[src/rtl/key_debounce_pulse.sv]
`default_nettype none
// ============================================================================
// Module   : key_debounce_pulse
// Purpose  : Turns one active-low, bouncy pushbutton into a clean debounced
//            level plus single-cycle press and release pulses. All outputs
//            are in the Clock domain. Pressed is meant to drive the enable of
//            a downstream counter stage.
// Ports    : Clock    - system clock, all state updates on the rising edge
//            Resetn   - asynchronous active-low reset
//            Key_n    - raw pushbutton, 0 = pressed, asynchronous and bouncy
//            Level    - debounced pressed level, 1 = pressed (registered)
//            Pressed  - one-cycle pulse on an accepted press (registered)
//            Released - one-cycle pulse on an accepted release (registered)
// Revision : 1.0 - initial release
// ============================================================================
module key_debounce_pulse #(
   parameter int DEBOUNCE_CYCLES = 1000000,
   parameter int CNT_WIDTH       = 20
) (
   input  logic Clock,
   input  logic Resetn,
   input  logic Key_n,
   output logic Level,
   output logic Pressed,
   output logic Released
);

   localparam logic [CNT_WIDTH-1:0] c_CNT_LAST = CNT_WIDTH'(DEBOUNCE_CYCLES - 1);
   localparam logic [CNT_WIDTH-1:0] c_CNT_ONE  = CNT_WIDTH'(1);

   typedef enum logic [1:0] {
      S_IDLE         = 2'd0,
      S_PRESS_WAIT   = 2'd1,
      S_HELD         = 2'd2,
      S_RELEASE_WAIT = 2'd3
   } state_t;

   logic                 r_sync1;
   logic                 r_sync2;
   logic                 w_key;
   state_t               r_state;
   state_t               w_state_nxt;
   logic [CNT_WIDTH-1:0] r_cnt;
   logic [CNT_WIDTH-1:0] w_cnt_nxt;
   logic                 r_level;
   logic                 r_pressed;
   logic                 r_released;
   logic                 w_level_nxt;
   logic                 w_pressed_nxt;
   logic                 w_released_nxt;

   // Two-flop synchroniser; resets to the released value so a key held
   // through reset is seen as a fresh press afterwards.
   always_ff @(posedge Clock or negedge Resetn) begin
      if (!Resetn) begin
         r_sync1 <= 1'b1;
         r_sync2 <= 1'b1;
      end else begin
         r_sync1 <= Key_n;
         r_sync2 <= r_sync1;
      end
   end

   assign w_key = ~r_sync2;

   always_ff @(posedge Clock or negedge Resetn) begin
      if (!Resetn) begin
         r_state    <= S_IDLE;
         r_cnt      <= '0;
         r_level    <= 1'b0;
         r_pressed  <= 1'b0;
         r_released <= 1'b0;
      end else begin
         r_state    <= w_state_nxt;
         r_cnt      <= w_cnt_nxt;
         r_level    <= w_level_nxt;
         r_pressed  <= w_pressed_nxt;
         r_released <= w_released_nxt;
      end
   end

   // The counter only advances while the candidate value stays put; it is
   // cleared on entry to each wait state and the accepting transition fires
   // at DEBOUNCE_CYCLES-1, so it can never wrap.
   always_comb begin
      w_state_nxt    = r_state;
      w_cnt_nxt      = r_cnt;
      w_pressed_nxt  = 1'b0;
      w_released_nxt = 1'b0;
      case (r_state)
         S_IDLE: begin
            if (w_key) begin
               w_state_nxt = S_PRESS_WAIT;
               w_cnt_nxt   = '0;
            end
         end
         S_PRESS_WAIT: begin
            if (!w_key) begin
               w_state_nxt = S_IDLE;
            end else if (r_cnt == c_CNT_LAST) begin
               w_state_nxt   = S_HELD;
               w_pressed_nxt = 1'b1;
            end else begin
               w_cnt_nxt = r_cnt + c_CNT_ONE;
            end
         end
         S_HELD: begin
            if (!w_key) begin
               w_state_nxt = S_RELEASE_WAIT;
               w_cnt_nxt   = '0;
            end
         end
         S_RELEASE_WAIT: begin
            if (w_key) begin
               w_state_nxt = S_HELD;
            end else if (r_cnt == c_CNT_LAST) begin
               w_state_nxt    = S_IDLE;
               w_released_nxt = 1'b1;
            end else begin
               w_cnt_nxt = r_cnt + c_CNT_ONE;
            end
         end
         default: begin
            w_state_nxt = S_IDLE;
            w_cnt_nxt   = '0;
         end
      endcase
      // Level is registered from the next state so it moves in the same
      // cycle as the corresponding pulse.
      w_level_nxt = (w_state_nxt == S_HELD) || (w_state_nxt == S_RELEASE_WAIT);
   end

   assign Level    = r_level;
   assign Pressed  = r_pressed;
   assign Released = r_released;

endmodule
`default_nettype wire

[config.mk]
export PLATFORM = sky130hd
export DESIGN_NAME = key_debounce_pulse
export DESIGN_NICKNAME = d
export VERILOG_FILES = /design/src/rtl/key_debounce_pulse.sv
export SDC_FILE = /design/constraint.sdc
export NUM_CORES = 1
export LEC_CHECK = 0
export CORE_ASPECT_RATIO = 1.25
export CORE_MARGIN = 2
export CORE_UTILIZATION = 40
export CTS_CLUSTER_DIAMETER = 30
export DETAILED_ROUTE_END_ITERATION = 16
export GPL_ROUTABILITY_DRIVEN = 0
export GPL_TIMING_DRIVEN = 0
export PLACE_DENSITY = 0.58
export REMOVE_ABC_BUFFERS = 1
export SKIP_LAST_GASP = 1
export SYNTH_ARGS = -nofsm -noshare
export SYNTH_HDL_FRONTEND = slang
export SYNTH_SLANG_ARGS = --single-unit
[constraint.sdc]
create_clock -name Clock -period 4.63 [get_ports Clock]
set_input_delay 0.926 -clock Clock [delete_from_list [all_inputs] [get_ports Clock]]
set_output_delay 0.926 -clock Clock [all_outputs]
set_load 0.05 [all_outputs]
## Word-level counts from Yosys, hierarchy flattened

Index checks and enable logic that the tools add are counted.

- Bits of input ports: 3
- Word-level logic and storage cells: 39
- Bits in registers: 27
- Output and inout port bits: 3

- Reductions and logical operators: 3
- $add $sub $neg: 1
- Eq/ne operators: 10
- Muxes and demuxes: 18

Operators by type and width:

| operator | number |
|---|---|
| 20-bit 2-to-1 mux | 5 |
| 20-bit one-hot mux with 4 select lines | 1 |
| 20-bit by 1-bit adder with 20-bit output (second input constant) | 1 |
| 20-bit == test (second input constant) | 1 |
| 2-bit 2-to-1 mux | 6 |
| 2-bit == test (second input constant) | 4 |
| 2-bit != test (second input constant) | 4 |
| 2-bit one-hot mux with 4 select lines | 1 |
| 1-bit 2-to-1 mux | 5 |
| 4-bit AND reduction | 1 |
| 2-bit by 1-bit == test with 1-bit output (second input constant) | 1 |
| 2-bit logical NOT | 1 |
| 1-bit logical OR | 1 |

## Depth between registers and ports, before layout

- Depth in word-level cells: 6
- Gate-level depth with buffers: 6
- Gate-level depth less buffers: 5

## Worst setup path before layout

Ideal clock, no wire load.

- Path kind: register to register
- Start point: reg r_state[1]
- End point: reg r_cnt[14]
- Setup slack: 2.787 ns
- Setup time: 0.133 ns
- Period minus slack after synthesis: 1.843 ns
- Buffers on the path: 0
- Required time: 4.497 ns
- Stages on the path, launching flop included: 6
- Arrival: 1.710 ns
- Cell sequence: dfrtp_1 -> xnor2_4 -> nand3_2 -> nor4_1 -> xnor2_1 -> nor2_1

- Word-level cells in the longest chain between the ends: 3
- Elaborated cells between the ends (all ways): 10
- Classes of those cells: eq/ne (7); mux (1); reduce/logical (2)

RTL lines:

| item | line | RTL |
|---|---|---|
| start: declaration | 41 | `state_t r_state;` |
| start signal: assignment | 74 | `r_state <= w_state_nxt;` |
| 2-bit by 1-bit == test with 1-bit output, or another cell as far along | 90 | `case (r_state)` |
| 2-bit != test (no line) | - |  |
| 4-bit AND reduction (no line) | - |  |
| end signal: assignment | 75 | `r_cnt <= w_cnt_nxt;` |
| end: declaration | 43 | `logic [CNT_WIDTH-1:0] r_cnt;` |

Parallel ways exist; a longest one is shown, timed or not.
A chain may end at the register's enable or synchronous reset.

==> impl_metrics.sql <==
INSERT INTO impl_metrics (metric_group, metric, value, unit) VALUES
('synth', 'synth-seq-cells', '26', ''),
('worst_setup_path', 'critPathTopFamily', 'buffers and inverters', ''),
('routing', 'drt_iter0_markers', '22', ''),
('die', 'design.core.area', '0.00319', 'mm^2'),
('worst_setup_path', 'r2r_slack', '2640', 'ps'),
('worst_hold_path', 'holdCritPathClass', 'flip-flop to flip-flop', ''),
('clocking', 'number_of_levels_the_h_tree_was_split_into', '1', ''),
('global_routing', 'grt-ovfl-total', '0', ''),
('clocking', 'cts_made_buffers', '3', ''),
('die', 'pin_count', '6', ''),
('sta', 'timing.final.setup_violations', '0', ''),
('power_and_ir_drop', 'power.total', '460', 'uW'),
('sta', 'timing.max_slew.rel_slack', '0.220', ''),
('final_layout', 'final_net_count', '146', ''),
('routing', 'remaining_drc_errors', '0', ''),
('worst_setup_path', 'cp_data_arrival_time', '1660', 'ps'),
('clocking', 'clk_root_buffer_cell', 'sky130_fd_sc_hd__clkbuf_8', ''),
('routing', 'drt-vias-per-instance', '5.80', ''),
('worst_setup_path', 'worst_setup_path_start_kind', 'flip-flop', ''),
('die', 'die-height', '68.6', 'um'),
('sta', 'holdWs', '364', 'ps'),
('power_and_ir_drop', 'power.density_cell_area', '312', 'mW/mm^2'),
('synth', 'synth.top_cells.by_area', 'sky130_fd_sc_hd__dfrtp_1 (45%), sky130_fd_sc_hd__nand2_1 (4.2%), sky130_fd_sc_hd__dfstp_2 (3.9%), sky130_fd_sc_hd__xnor2_1 (3.9%), sky130_fd_sc_hd__nor2_1 (3.7%)', ''),
('worst_hold_path', 'hp-start', 'r_sync1', ''),
('synth', 'yosysMostFrequentCell', 'sky130_fd_sc_hd__dfrtp_1', ''),
('final_layout', 'antenna_diode_count', '0', ''),
('clocking', 'cts.hold.buffers_added', '0', ''),
('global_routing', 'number_of_antenna_violations_at_the_first_check_in_global_routing', '0', ''),
('die', 'start_util', '0.418', ''),
('clocking', 'cts.repair.resized', '0', ''),
('synth', 'post_synth_inst_count', '136', ''),
('worst_setup_path', 'regToRegEndpoint', 'r_cnt[4]', ''),
('worst_hold_path', 'whs_endpoint', 'r_sync2', ''),
('global_routing', 'grt_max_degree', '27', ''),
('run_status', 'run_status', 'finished, final reports clean', ''),
('sta', 'maximum_clock_frequency', '0.387', 'GHz'),
('worst_setup_path', 'timing.critical_path.slowest_stage_cell', 'sky130_fd_sc_hd__clkdlybuf4s50_1', ''),
('synth', 'synth_sequential_area_ratio', '0.490', ''),
('worst_setup_path', 'worstPathCellList', 'clkdlybuf4s50_1', ''),
('worst_setup_path', 'worst_reg_to_reg_path_cell_count', '5', ''),
('global_routing', 'grt_pass1_vias', '1103', ''),
('synth', 'synth_top_flop_cell', 'sky130_fd_sc_hd__dfrtp_1', ''),
('sta', 'worstMarginPinSlew', '1170', 'ps'),
('worst_setup_path', 'worstPathRequired', '3700', 'ps'),
('worst_setup_path', 'cp_num_buf_inv', '1', ''),
('final_layout', 'layout-area-overhead-vs-synth', '10.5', '%'),
('routing', 'routed_wire_length_per_instance', '14.6', 'um'),
('final_layout', 'fraction_of_layout_instances_using_a_drive_strength_above_1', '0.0922', ''),
('synth', 'postSynth.asyncResetShare', '1.00', ''),
('synth', 'synth-edff-count', '0', ''),
('worst_setup_path', 'max_stage_delay', '860', 'ps'),
('routing', 'routed-via-count', '1032', ''),
('final_layout', 'num-fill-cells', '305', ''),
('worst_setup_path', 'timing.critical_path.fanout_max', '6', ''),
('synth', 'yosys_warnings', '0', ''),
('die', 'floorplan.die.width', '55.7', 'um'),
('run', 'maxcap_violations', '0', ''),
('global_routing', 'grtUsageTotal', '0.158', ''),
('global_routing', 'grt_first_pass_wirelength', '4690', 'um'),
('synth', 'synth.largest_area_cell', 'sky130_fd_sc_hd__dfrtp_1', ''),
('die', 'fp-row-count', '23', ''),
('sta', 'hold_viol_final', '0', ''),
('routing', 'drt-total-wl', '2610', 'um'),
('sta', 'fin_skew', '4.84', 'ps'),
('synth', 'synthTopCellsByCount', 'sky130_fd_sc_hd__dfrtp_1 (24), sky130_fd_sc_hd__nand2_1 (15), sky130_fd_sc_hd__nor2_1 (13), sky130_fd_sc_hd__nand3_1 (9), sky130_fd_sc_hd__xnor2_1 (6)', ''),
('placed_design', 'port_buffers', '5', ''),
('power_and_ir_drop', 'irDropWorstVdd', '0.000268', 'V'),
('synth', 'synthesis.area', '0.00133', 'mm^2'),
('die', 'dieArea', '0.00382', 'mm^2'),
('power_and_ir_drop', 'power.static_leakage', '0.593', 'nW'),
('sta', 'fin_crit_sh', '0.559', '');
-- layout by cell type, fill, tap and decap left out, types with 4 or more instances in the layout --
| cell type | count |
|---|---|
| sky130_fd_sc_hd__xnor2_1 | 6 |
| sky130_fd_sc_hd__clkdlybuf4s50_1 | 5 |
| sky130_fd_sc_hd__nor3_1 | 5 |
| sky130_fd_sc_hd__and3_1 | 4 |
| sky130_fd_sc_hd__or3_1 | 5 |
| sky130_fd_sc_hd__o21ai_1 | 4 |
| sky130_fd_sc_hd__nand3_1 | 9 |
| sky130_fd_sc_hd__nand2_1 | 15 |
| sky130_fd_sc_hd__nor2_1 | 13 |
| sky130_fd_sc_hd__a21oi_1 | 5 |
| sky130_fd_sc_hd__nor4_1 | 4 |
| sky130_fd_sc_hd__nand4_1 | 5 |
| sky130_fd_sc_hd__dfrtp_1 | 24 |
| sky130_fd_sc_hd__o21ai_0 | 4 |
-- power by group --
group	internal, mW	switching (mW)
Combinational	0.00933	0.0181
Sequential	0.234	0.00905
Clock	0.116	0.0738
Total	0.359	0.101
-- kinds of logic (layout without fill, tap and decap cells) --
family / Yosys count / in the layout / synth area share
AND/OR/NAND/NOR: 70 / 70 / 0.286
flip-flops: 26 / 26 / 0.490
AO/OA/AOI/OAI: 22 / 22 / 0.106
XOR/XNOR: 10 / 10 / 0.0797
buffers and inverters: 7 / 12 / 0.0291
adder cells (fa/ha/maj): 1 / 1 / 0.00938
-- through the flow --
stage | cell area, um^2 | utilization | setup slack (ps)
global placement | 1400 | 0.439 | 2270
floorplan | 1310 | - | 2770
finish | 1470 | 0.461 | 2040
CTS | 1470 | 0.461 | 2030
global route | 1470 | 0.461 | 1970
detailed placement | 1400 | 0.439 | 2230
-- sequential cells by signal, indices dropped and copies added (netlist names) --
signal	cells
r_sync2	1
r_sync1	1
r_cnt	20
Pressed	1
Released	1
r_state	2
-- cell type report --
cell class	count	area, um^2	area share
sequential	26	653	0.443
multi-input combinational	103	642	0.435
timing repair buffer	5	50.0	0.0340
tap	37	46.3	0.0314
clock buffer	3	41.3	0.0280
clock inverter	1	30.0	0.0204
inverter	3	11.3	0.00764
-- worst max-delay path by stage --
stage,start,endpoint,cells past startpoint
2_1_floorplan,r_state[1],r_cnt[14],5
3_3_place_gp,Resetn,r_cnt[3],1
3_5_place_dp,Resetn,r_cnt[3],1
4_1_cts,r_state[1],Level,1
5_1_grt,r_state[1],Level,1
6_report,r_state[1],Level,1
-- routing by layer --
| layer | share of wire | vias to the layer above | track usage |
|---|---|---|---|
| li1 | - | 504 | - |
| met1 | 0.45 | 507 | 0.176 |
| met2 | 0.50 | 14 | 0.277 |
| met3 | 0.023 | 7 | 0.0299 |
| met4 | 0.025 | 0 | 0.110 |
| met5 | 0 | - | 0 |
Note: power is estimated with default switching activity, not from simulation.
